### src/rtl/level_pkg.sv
// Shared types and defaults for the level write sequencer.
// Latency: n/a (declarations only).
// Backpressure: n/a.
package level_pkg;

  localparam int DEFAULT_ADDR_W   = 6;
  localparam int DEFAULT_DIV_LOG2 = 1;

  typedef enum logic [1:0] {
    IDLE  = 2'd0,
    WRITE = 2'd1,
    DONE  = 2'd2
  } state_t;

endpackage

### src/rtl/clk_en_div.sv
// Free-running power-of-two divider producing an enable strobe and a square wave.
// Latency: clk_en high on the cycle the counter is all-ones; clkdiv is the counter MSB.
// Backpressure: none; runs every cycle out of reset.
module clk_en_div #(
  parameter int DIV_LOG2 = 1
) (
  input  logic Clk,
  input  logic Reset_n,
  output logic clk_en,
  output logic clkdiv
);

  logic [DIV_LOG2-1:0] cnt;

  // Divider counter, wraps naturally at 2^DIV_LOG2.
  always_ff @(posedge Clk or negedge Reset_n) begin
    if (!Reset_n) begin
      cnt <= '0;
    end else begin
      cnt <= cnt + DIV_LOG2'(1);
    end
  end

  assign clk_en = &cnt;
  assign clkdiv = cnt[DIV_LOG2-1];

endmodule

### src/rtl/level_write_sequencer.sv
// Walks addr 0..2^ADDR_W-1 with write_en on a start request, then pulses done for one cycle.
// Latency: addr 0 / write_en one cycle after a start condition; done one cycle after the last accepted word.
// Backpressure: wr_ready=0 holds addr and write_en; requests while busy are held (depth 1) or dropped by QUEUE_REQ.
module level_write_sequencer
  import level_pkg::*;
#(
  parameter int ADDR_W    = DEFAULT_ADDR_W,
  parameter int DIV_LOG2  = DEFAULT_DIV_LOG2,
  parameter int QUEUE_REQ = 1
) (
  input  logic              Clk,
  input  logic              Reset_n,
  input  logic              vs,
  input  logic              initialize_level,
  input  logic              new_level,
  input  logic              no_update,
  input  logic              wr_ready,
  output logic [ADDR_W-1:0] addr,
  output logic              write_en,
  output logic              busy,
  output logic              done,
  output logic              level_pending,
  output logic              update_change,
  output logic              clk_en,
  output logic              clkdiv
);

  localparam logic QUEUE_EN = (QUEUE_REQ != 0);

  state_t            state;
  state_t            state_nxt;
  logic [ADDR_W-1:0] addr_q;
  logic              new_level_q;
  logic              vs_q;
  logic              req_flag;
  logic              pending_q;
  logic              no_update_q;
  logic              upd_armed;
  logic              update_change_q;

  logic nl_rise;
  logic vs_rise;
  logic req_live;
  logic start_cond;
  logic last_word;

  assign nl_rise    = new_level & ~new_level_q;
  assign vs_rise    = vs & ~vs_q;
  // A vs rise in the same cycle the request is looked at cancels it.
  assign req_live   = req_flag & ~vs_rise;
  assign start_cond = initialize_level | req_live | pending_q;
  assign last_word  = (addr_q == {ADDR_W{1'b1}});

  // Next-state selection for the IDLE -> WRITE -> DONE walk.
  always_comb begin
    state_nxt = state;
    case (state)
      IDLE:    if (start_cond) state_nxt = WRITE;
      WRITE:   if (wr_ready && last_word) state_nxt = DONE;
      DONE:    state_nxt = IDLE;
      default: state_nxt = IDLE;
    endcase
  end

  // State, address, request/pending flags and input edge detectors.
  always_ff @(posedge Clk or negedge Reset_n) begin
    if (!Reset_n) begin
      state           <= IDLE;
      addr_q          <= '0;
      new_level_q     <= 1'b0;
      vs_q            <= 1'b0;
      req_flag        <= 1'b0;
      pending_q       <= 1'b0;
      no_update_q     <= 1'b0;
      upd_armed       <= 1'b0;
      update_change_q <= 1'b0;
    end else begin
      state       <= state_nxt;
      new_level_q <= new_level;
      vs_q        <= vs;
      // A request is looked at exactly once on the following cycle: it
      // starts a sequence, moves into pending, is dropped, or is cancelled
      // by vs. So the flag only needs to hold the latest rise.
      req_flag    <= nl_rise;

      // Address restarts on entry to WRITE and never steps past the last word.
      if (state == IDLE) begin
        if (start_cond) addr_q <= '0;
      end else if (state == WRITE && wr_ready && !last_word) begin
        addr_q <= addr_q + ADDR_W'(1);
      end

      // Pending is consumed when IDLE starts; while busy it collects requests.
      if (state == IDLE) begin
        pending_q <= 1'b0;
      end else if (start_cond && QUEUE_EN) begin
        pending_q <= 1'b1;
      end

      // First edge after reset only captures no_update, so the first
      // comparison is against the value present at reset release.
      no_update_q <= no_update;
      if (!upd_armed) begin
        upd_armed       <= 1'b1;
        update_change_q <= 1'b0;
      end else begin
        update_change_q <= no_update ^ no_update_q;
      end
    end
  end

  assign addr          = addr_q;
  assign write_en      = (state == WRITE);
  assign done          = (state == DONE);
  assign busy          = (state != IDLE);
  assign level_pending = pending_q;
  assign update_change = update_change_q;

  clk_en_div #(
    .DIV_LOG2(DIV_LOG2)
  ) u_div (
    .Clk     (Clk),
    .Reset_n (Reset_n),
    .clk_en  (clk_en),
    .clkdiv  (clkdiv)
  );

endmodule

### config.mk
export PLATFORM = sky130hd
export DESIGN_NAME = level_write_sequencer
export DESIGN_NICKNAME = d
export VERILOG_FILES = /design/src/rtl/level_pkg.sv /design/src/rtl/clk_en_div.sv /design/src/rtl/level_write_sequencer.sv
export SDC_FILE = /design/constraint.sdc
export NUM_CORES = 1
export LEC_CHECK = 0
export BUFFER_PORTS_ARGS = -buffer_cell sky130_fd_sc_hd__buf_4
export CORE_MARGIN = 10
export CORE_UTILIZATION = 52
export CTS_CLUSTER_SIZE = 40
export DETAILED_ROUTE_END_ITERATION = 16
export PLACE_DENSITY = 0.78
export SLEW_MARGIN = 25
export SYNTH_ARGS = -nofsm -noshare
export SYNTH_HDL_FRONTEND = slang
export SYNTH_HIERARCHICAL = 1
export SYNTH_SLANG_ARGS = --single-unit
### constraint.sdc
create_clock -name Clk -period 5.2 [get_ports Clk]
set_clock_uncertainty 0.2 [all_clocks]
set_input_delay 0.26 -clock Clk [delete_from_list [all_inputs] [get_ports Clk]]
set_output_delay 0.26 -clock Clk [all_outputs]
set_load 0.01 [all_outputs]
==> results_dict.tcl, run 1 <==
set metrics [dict create \
    start_util 0.5482 \
    design_area_um2 934.6 \
    cp.arrival_ns 1.38 \
    use_met1 0.1111 \
    r2r_slack_ns 3.42 \
    drive_gt1_frac 0.3452 \
    finalSetupTns_ns 0 \
    ioPinCount 20 \
    numClockSinks 16 \
    syn-num-nets 66 \
    grt-busiest-layer "met2" \
    grt_pass1_vias 535 \
    clock_path_buffers 2 \
    synth_top_cell_by_area "dfrtp_1" \
    r2r-end "addr[3]" \
    synth.area.top_cells "dfrtp_1, a211o_1, a31oi_4" \
    area_delta_synth_final_pct 32.68 \
    nNetsFinal 93 \
    cp-startpoint "state[0]" \
    r2r_start "addr[0]" \
    multiInputGateArea_um2 285.3 \
    n_antenna_cell 0 \
    maxCapViolations 0 \
    clock-root-buffer "clkbuf_4" \
    dpl.hpwl_mm 1.064 \
    clk_latency_ns 0.29 \
    cts_max_level 1 \
    wire_per_inst_um 14.99 \
    crit_family "flip-flops" \
    met2_usage 0.1411 \
    hp-class "primary input to flip-flop" \
    seq_area_frac_synth 0.5684 \
    powerDensity_nw_per_um2 368.5 \
    rows 13 \
    cts_tree "built" \
    criticalPathCategory "flip-flop to primary output" \
    worst_path_max_delay_cell "dfrtp_1" \
    hold_end "level_pending" \
    rsz0062_at_grt "false" \
    r2r_cells 5 \
    grt_antenna_before_repair 0 \
    cts_resized 0 \
    regArea_um2 400.4 \
    slew_violations 0 \
    max_freq_mhz 542.6 \
    routed_wl_mm 1.484 \
    cp_num_buf_inv 2 \
    hold_start "initialize_level" \
    drc 0 \
    syn_area_um2 704.4 \
    post_cts_buffers 0 \
    gp_congestion 0.7783 \
    viasPerCell 5.444 \
    core_um2 1285 \
    cp_slowest_stage_delay_ns 0.46 \
    gr-total-overflow 0 \
    fill_cells 92 \
    endpoint_kind "primary output" \
    start_kind "flip-flop" \
    path_clk_slew_ns 0.09 \
    period_share 0.3544 \
    ir_worst_vdd_mv 0.2295 \
    cts_made_buffers 3 \
    die-area_um2 3227 \
    grt_pass1_wl_mm 2.504 \
    syn-instance-count 58 \
    grtUsageTotal 0.09815 \
    p_leak_nw 0.4429 \
    grt_start_max_net_pins 17 \
    portBuffers 19 \
    required_ns 4.74 \
    crit_path_cell_trace "nor2_1, inv_1, buf_4" \
    whs_path_depth 3 \
    hold_viol_final 0 \
    ys_ff_latch 16 \
    syn_area_per_cell_um2 12.15 \
    yosys_warnings 6 \
    placed_cell_area_um2 858.3 \
    die_x_um 56.81 \
    synth_cell_types 30 \
    met3_usage 0.03820 \
    setup_viol 0 \
    ctsHoldBuffers 4 \
    vias 539 \
    firstDrtPassIters 4 \
    ant_nets 0 \
    worstPathMaxFanout 6 \
    drt_iter0_drc 11 \
    status "complete, no violations" \
    die_h_um 56.81 \
    synth_top_area_share 0.5684 \
    period_needed_ns 1.843 \
]
## worst reg2reg max path, cell delays in order (launching register included)
cell	delay [ns]
dfrtp_1	0.42
ha_1	0.24
and3_4	0.18
a31oi_4	0.25
a21oi_2	0.08
a211o_1	0.30
## cell families (layout without fill, tap and decap cells)
kind of cell	Yosys count	after routing	synth area share
buffers and inverters	4	30	0.02665
other	1	1	0.005323
muxes	1	1	0.01598
adders and majority gates	1	1	0.01776
xor gates and xnor gates	2	2	0.02487
DFF	16	16	0.5684
AOI/OAI and AO/OA	13	13	0.1741
and+or+nand+nor	20	20	0.1670
## worst max path at each step
stage               to  slack, ns  cells after the start
6_report          busy       3.36                      3
5_1_grt           busy       3.30                      3
4_1_cts           busy       3.34                      3
3_5_place_dp   addr[3]       3.43                      5
3_3_place_gp   addr[5]       3.46                      5
2_1_floorplan  addr[5]       3.48                      5
## report_power, final
| part | switching (mW) | total [mW] | internal, mW |
|---|---|---|---|
| sequential | 0.0309 | 0.175 | 0.144 |
| combinational | 0.0378 | 0.0886 | 0.0508 |
| clock | 0.0381 | 0.0808 | 0.0427 |
## placed cells by master (no fill, tap or decap), types with 2 or more instances in the layout
cell type,Yosys,routed
nand3_1,2,2
buf_4,1,19
nor2b_1,2,2
dlygate4sd3_1,0,4
inv_1,3,3
dfrtp_1,16,16
a211o_1,3,3
clkbuf_4,0,3
nand2_1,5,5
nor2_1,4,4
## synthesized netlist by cell type (all sizes together)
cell type	count
o21ai	1
xor2	1
nand2b	1
ha	1
conb	1
mux2	1
a211o	3
a22o	1
o221ai	1
xnor2	1
o211a	1
nor2	4
nor4	1
nand2	5
nor2b	2
a31oi	2
a21oi	1
a211oi	1
buf	1
nand3	2
dfrtp	16
nand3b	1
and2	1
o221a	1
nor3	1
inv	3
and3	2
a221oi	1
## sequential cells by signal (all words and copies together) (netlist names)
signal,count
update_change,1
level_pending,1
new_level_q,1
u_div/clk_en,1
addr,6
state,2
upd_armed,1
vs_q,1
no_update_q,1
req_flag,1
## area by class of cell
class | instances | share of cell area
sequential | 16 | 0.4284
inverter | 3 | 0.01205
timing repair buffer | 23 | 0.1954
clock buffer | 4 | 0.03882
tap | 15 | 0.02008
multi-input combinational | 38 | 0.3052
## metal layers
layer  share of wire  wire length, µm  vias to the layer above
li1                -                -                      259
met1            0.44              651                      262
met2            0.44              657                       14
met3           0.084              124                        4
met4           0.034               51                        0
met5               0                0                        -
## through the flow
stage	hold WS (ns)	power (mW)	utilization	setup WS (ns)	instances
after floorplan	-0.2356	0.2185	-	3.479	58
after global placement	-0.07267	0.2643	0.6680	3.463	91
after detailed placement	-0.07298	0.2645	0.6680	3.429	91
after CTS	0.02433	0.3484	0.7274	3.340	99
after global routing	0.04306	0.3661	0.7274	3.298	99
final	0.02788	0.3445	0.7274	3.357	99
Power figures use the tool's default switching activity.
==> run 2: changes to the inputs <==
--- a/config.mk
+++ b/config.mk
@@ -5,12 +5,13 @@
 export SDC_FILE = /design/constraint.sdc
 export NUM_CORES = 1
 export LEC_CHECK = 0
+export ABC_AREA = 1
 export BUFFER_PORTS_ARGS = -buffer_cell sky130_fd_sc_hd__buf_4
 export CORE_MARGIN = 10
-export CORE_UTILIZATION = 52
+export CORE_UTILIZATION = 49
 export CTS_CLUSTER_SIZE = 40
 export DETAILED_ROUTE_END_ITERATION = 16
-export PLACE_DENSITY = 0.78
+export PLACE_DENSITY = 0.74
 export SLEW_MARGIN = 25
 export SYNTH_ARGS = -nofsm -noshare
 export SYNTH_HDL_FRONTEND = slang
==> constraint.sdc (replaced) <==
create_clock -name Clk -period 1.8 [get_ports Clk]
set_clock_uncertainty 0.2 [all_clocks]
set_input_delay 0.09 -clock Clk [delete_from_list [all_inputs] [get_ports Clk]]
set_output_delay 0.09 -clock Clk [all_outputs]
set_load 0.01 [all_outputs]
==> results_dict.tcl, run 2 <==
set metrics [dict create \
    multiInputGateArea_um2 271.5 \
    viasPerCell 5.000 \
    worst_path_max_delay_cell "dlygate4sd3_1" \
    slew_violations 0 \
    slew_headroom 0.5177 \
    hold_viol_final 0 \
    synth_most_common_cell "nand2_1" \
    required_ns 1.96 \
    start_util 0.5366 \
    grt_antenna_before_repair 0 \
    ys_ff_latch 16 \
    ant_nets 0 \
    dpl.hpwl_mm 1.203 \
    cp_common_cell "dlygate4sd3_1" \
    cp-startpoint "Reset_n" \
    synth.area.top_cells "dfrtp_1, nand2_1, nand3_1" \
    final_common_cell "nand2_1" \
    core_um2 1350 \
    grt_start_max_net_pins 17 \
    hp-class "flip-flop to flip-flop" \
    numClockSinks 16 \
    final_cell_mix "nand2_1, buf_4, dfrtp_1" \
    syn-instance-count 86 \
    grt_pass1_vias 627 \
    clk_latency_ns 0.30 \
    grtUsageTotal 0.1060 \
    clock-root-buffer "clkbuf_4" \
    synth_top_area_share 0.5527 \
    syn_area_um2 724.4 \
    status "complete, no violations" \
    drt_iter0_drc 21 \
    clock_path_buffers 2 \
    worstPathMaxFanout 16 \
    syn_area_per_cell_um2 8.424 \
    cp.arrival_ns 1.73 \
    drc 0 \
    p_leak_nw 0.5282 \
    drive_gt1_frac 0.2609 \
    firstDrtPassIters 4 \
    worstMarginPinSlew_ns 0.7211 \
    endpoint_kind "asynchronous set/reset pin" \
    die_x_um 58.45 \
    cts_max_level 1 \
    syn-num-nets 94 \
    ioPinCount 20 \
    max_freq_mhz 634.3 \
    yosys_warnings 6 \
    cp_slowest_stage_delay_ns 1.01 \
    gr-total-overflow 0 \
    synth_cell_types 18 \
    synthFlopType "dfrtp_1" \
    die-area_um2 3416 \
    synth_common_cells "nand2_1, dfrtp_1, inv_1, nor2_1, nand3_1" \
    nNetsFinal 124 \
    rsz0062_at_grt "false" \
    r2r_start "addr[0]" \
    finalSetupTns_ns 0 \
    ir_worst_vdd_mv 0.6089 \
    largest_reg_flops 6 \
    synth_top_cell_by_area "dfrtp_1" \
    hold_start "new_level_q" \
    portBuffers 19 \
    gp_congestion 0.8454 \
    routed_wl_mm 1.704 \
    vias 650 \
    cp_num_buf_inv 3 \
    hold_slack_ns 0.2173 \
    regArea_um2 400.4 \
    powerDensity_nw_per_um2 1034 \
    seq_area_frac_synth 0.5527 \
    cts_resized 0 \
    cts_tree "built" \
    criticalPathCategory "primary input to asynchronous set/reset pin" \
    maxCapViolations 0 \
    wire_per_inst_um 13.11 \
    period_share 0.8759 \
    crit_family "buffers and inverters" \
    synth_edf_count 0 \
    period_needed_ns 1.577 \
    n_antenna_cell 0 \
    crit_path_cell_trace "dlygate4sd3_1, buf_4, dlygate4sd3_1" \
    path_clk_slew_ns 0.10 \
    cts_made_buffers 3 \
    area_delta_synth_final_pct 35.92 \
    setup_viol 0 \
    start_kind "primary input" \
    fin_util 0.7294 \
    async_reset_ff_frac 1.000 \
    rows 13 \
    fill_cells 99 \
    die_h_um 58.45 \
    grt_pass1_wl_mm 2.877 \
]
[run 2: cell count changes after synthesis, sizes merged, moves of 3 or more]
cell / change
inv: +9
nand3: +8
nand2: +20
nor2: +9
a211o: -3
[run 2: report_power, final]
group / total (mW) / internal, mW / switching (mW)
Clock: 0.244 / 0.123 / 0.121
Sequential: 0.490 / 0.415 / 0.0751
Combinational: 0.284 / 0.140 / 0.145
Total: 1.02 / 0.678 / 0.340
[run 2: worst reg2reg max path, delay by kind of cell, from the launching register on]
family	cells	cell delay [ns]
simple gates	7	0.57
flops	1	0.45
fa+ha+maj	1	0.22
[run 2: timing repair]
| item | 4_1_cts | 5_1_grt |
|---|---|---|
| endpoints found under the hold margin | 24 | 0 |
| hold buffers | 7 | 0 |
| setup buffers | 0 | 0 |
[run 2: layout make-up]
| type | instances | area share |
|---|---|---|
| sequential | 16 | 0.4066 |
| multi-input combinational | 57 | 0.2757 |
| timing repair buffer | 26 | 0.2160 |
| inverter | 12 | 0.04574 |
| clock buffer | 4 | 0.03685 |
| tap | 15 | 0.01906 |
[run 2: kinds of logic (layout without fill, tap and decap cells)]
kind of cell	after synthesis	count (layout)	synth area share
adders and majority gates	1	1	0.01727
DFF	16	16	0.5527
buffers and inverters	13	42	0.07254
and+or+nand+nor	50	50	0.3109
AOI/OAI and AO/OA	5	5	0.04144
other	1	1	0.005176
[run 2: final timing paths]
| check | to | slack (ns) | depth (start not counted) |
|---|---|---|---|
| max | addr[1] | 0.22 | 3 |
| min | req_flag | 0.22 | 1 |
| max reg2reg | addr[2] | 0.23 | 8 |
| min reg2reg | req_flag | 0.22 | 1 |
| max in group Clk | addr[2] | 0.23 | 8 |
| min in group asynchronous | state[0] | 0.71 | 3 |
[run 2: through the flow]
| stage | cell area (µm²) | worst slack (ns) | total power, mW | instances |
|---|---|---|---|---|
| after floorplan | 724.4 | 0.3507 | 0.6290 | 86 |
| after global placement | 878.3 | 0.3567 | 0.7640 | 119 |
| after detailed placement | 878.3 | 0.2348 | 0.7732 | 119 |
| after CTS | 984.7 | 0.1856 | 1.025 | 130 |
| after global routing | 984.7 | 0.09456 | 1.083 | 130 |
| final | 984.7 | 0.2233 | 1.018 | 130 |
[run 2: per-layer routing]
metal  global-route usage  up-vias  part of all wire
li1                     -      323                 -
met1               0.1217      296              0.41
met2               0.1730       26              0.48
met3              0.04077        5             0.087
met4              0.04027        0             0.020
met5                    0        -                 0
==> run 3: changes to the inputs <==
--- a/config.mk
+++ b/config.mk
@@ -6,7 +6,7 @@
 export NUM_CORES = 1
 export LEC_CHECK = 0
 export ABC_AREA = 1
-export BUFFER_PORTS_ARGS = -buffer_cell sky130_fd_sc_hd__buf_4
+export BUFFER_PORTS_ARGS = -buffer_cell sky130_fd_sc_hd__buf_2
 export CORE_MARGIN = 10
 export CORE_UTILIZATION = 49
 export CTS_CLUSTER_SIZE = 40
==> results_dict.tcl, run 3 (synthesis results as in run 2) <==
set metrics [dict create \
    grt_start_max_net_pins 17 \
    dpl.hpwl_mm 1.273 \
    drt_iter0_drc 13 \
    p_leak_nw 0.5080 \
    drive_gt1_frac 0.2632 \
    setup_slack_ns 0.2201 \
    routed_wl_mm 1.733 \
    met3_usage 0.05150 \
    cp_slowest_stage_delay_ns 0.46 \
    hp-class "primary input to asynchronous set/reset pin" \
    use_met1 0.1000 \
    n_antenna_cell 0 \
    cts_max_level 1 \
    die_x_um 58.45 \
    largest_reg_flops 6 \
    ir_worst_vdd_mv 0.8348 \
    clk_latency_ns 0.30 \
    powerDensity_nw_per_um2 1071 \
    grt_pass1_vias 695 \
    start_util 0.5366 \
    die-area_um2 3416 \
    post_cts_buffers 0 \
    hold_viol_final 0 \
    endpoint_kind "flip-flop" \
    dp_slack_ns 0.2515 \
    maxCapViolations 0 \
    hold_slack_ns 0.02715 \
    final_cell_mix "nand2_1, buf_2, dfrtp_1" \
    area_delta_synth_final_pct 27.98 \
    ant_nets 0 \
    firstDrtPassIters 4 \
    cts_tree "built" \
    vias 634 \
    required_ns 1.79 \
    drc 0 \
    ioPinCount 20 \
    finalSetupTns_ns 0 \
    status "complete, no violations" \
    numClockSinks 16 \
    wire_per_inst_um 13.43 \
    placed_cell_area_um2 830.8 \
    nNetsFinal 123 \
    grt_pass1_wl_mm 2.980 \
    crit_family "simple AND/OR/NAND/NOR gates" \
    period_needed_ns 1.580 \
    fin_util 0.6867 \
    design_area_um2 927.1 \
    start_kind "flip-flop" \
    path_clk_slew_ns 0.10 \
    viasPerCell 4.915 \
    worst_path_max_delay_cell "dfrtp_1" \
    gr-total-overflow 0 \
    rsz0062_at_grt "false" \
    criticalPathCategory "flip-flop to flip-flop" \
    grtUsageTotal 0.1107 \
    cp_common_cell "nand2_1" \
    cts_resized 0 \
    cp_num_buf_inv 0 \
    portBuffers 19 \
    grt_antenna_before_repair 0 \
    max_freq_mhz 633.0 \
    slew_violations 0 \
    grt-busiest-layer "met2" \
    clock-root-buffer "clkbuf_4" \
    worstPathMaxFanout 7 \
    gp_congestion 0.8726 \
    die_h_um 58.45 \
    cp.arrival_ns 1.57 \
    final_common_cell "nand2_1" \
    core_um2 1350 \
    crit_path_cell_trace "ha_1, nand2_1, nor2_2, nand2_2, nand2_4, nand2_1, nand2_1, nand2_1" \
    period_share 0.8777 \
    met2_usage 0.2003 \
    cts_made_buffers 3 \
    clock_path_buffers 2 \
    setup_viol 0 \
    rows 13 \
]
[run 3: cell types whose count changed in the layout (fill, tap and decap cells not counted), sizes merged]
| cell | before | now |
|---|---|---|
| dlygate4sd3 | 7 | 6 |
[run 3: final cells by class]
class	count	area, µm²
well taps	15	18.77
clock buffers	4	36.28
inverters	12	45.04
flip-flops and latches	16	400.4
fillers	124	422.9
multi-input cells	57	271.5
repair buffers	25	155.1
[run 3: routing by layer]
metal / up-vias / share of wire
met2: 19 / 0.49
met5: - / 0
met3: 5 / 0.076
li1: 323 / -
met1: 287 / 0.41
met4: 0 / 0.021
[run 3: power by group]
group,switching (mW),internal (mW),total [mW]
combinational,0.150,0.108,0.259
sequential,0.0758,0.414,0.490
clock,0.120,0.123,0.244
total,0.346,0.646,0.993
[run 3: through the flow]
step	cells	total power, mW
6_report	129	0.9926
5_1_grt	129	1.065
4_1_cts	129	1.000
3_5_place_dp	119	0.7468
3_3_place_gp	119	0.7303
2_1_floorplan	86	0.6290
[run 3: final timing paths]
path | from | endpoint | slack, ns | cells past startpoint
worst max-delay path | addr[0] | addr[2] | 0.22 | 8
worst min-delay path | Reset_n | addr[3] | 0.03 | 2
worst max register to register | addr[0] | addr[2] | 0.22 | 8
worst min register to register | new_level_q | req_flag | 0.22 | 1
max in group asynchronous | Reset_n | upd_armed | 1.11 | 2
min in group Clk | new_level_q | req_flag | 0.22 | 1
[run 3: repair_timing]
action | in CTS | in global routing
endpoints found under the hold margin | 26 | 0
hold buffers | 6 | 0
endpoints found under the setup margin | 0 | 0
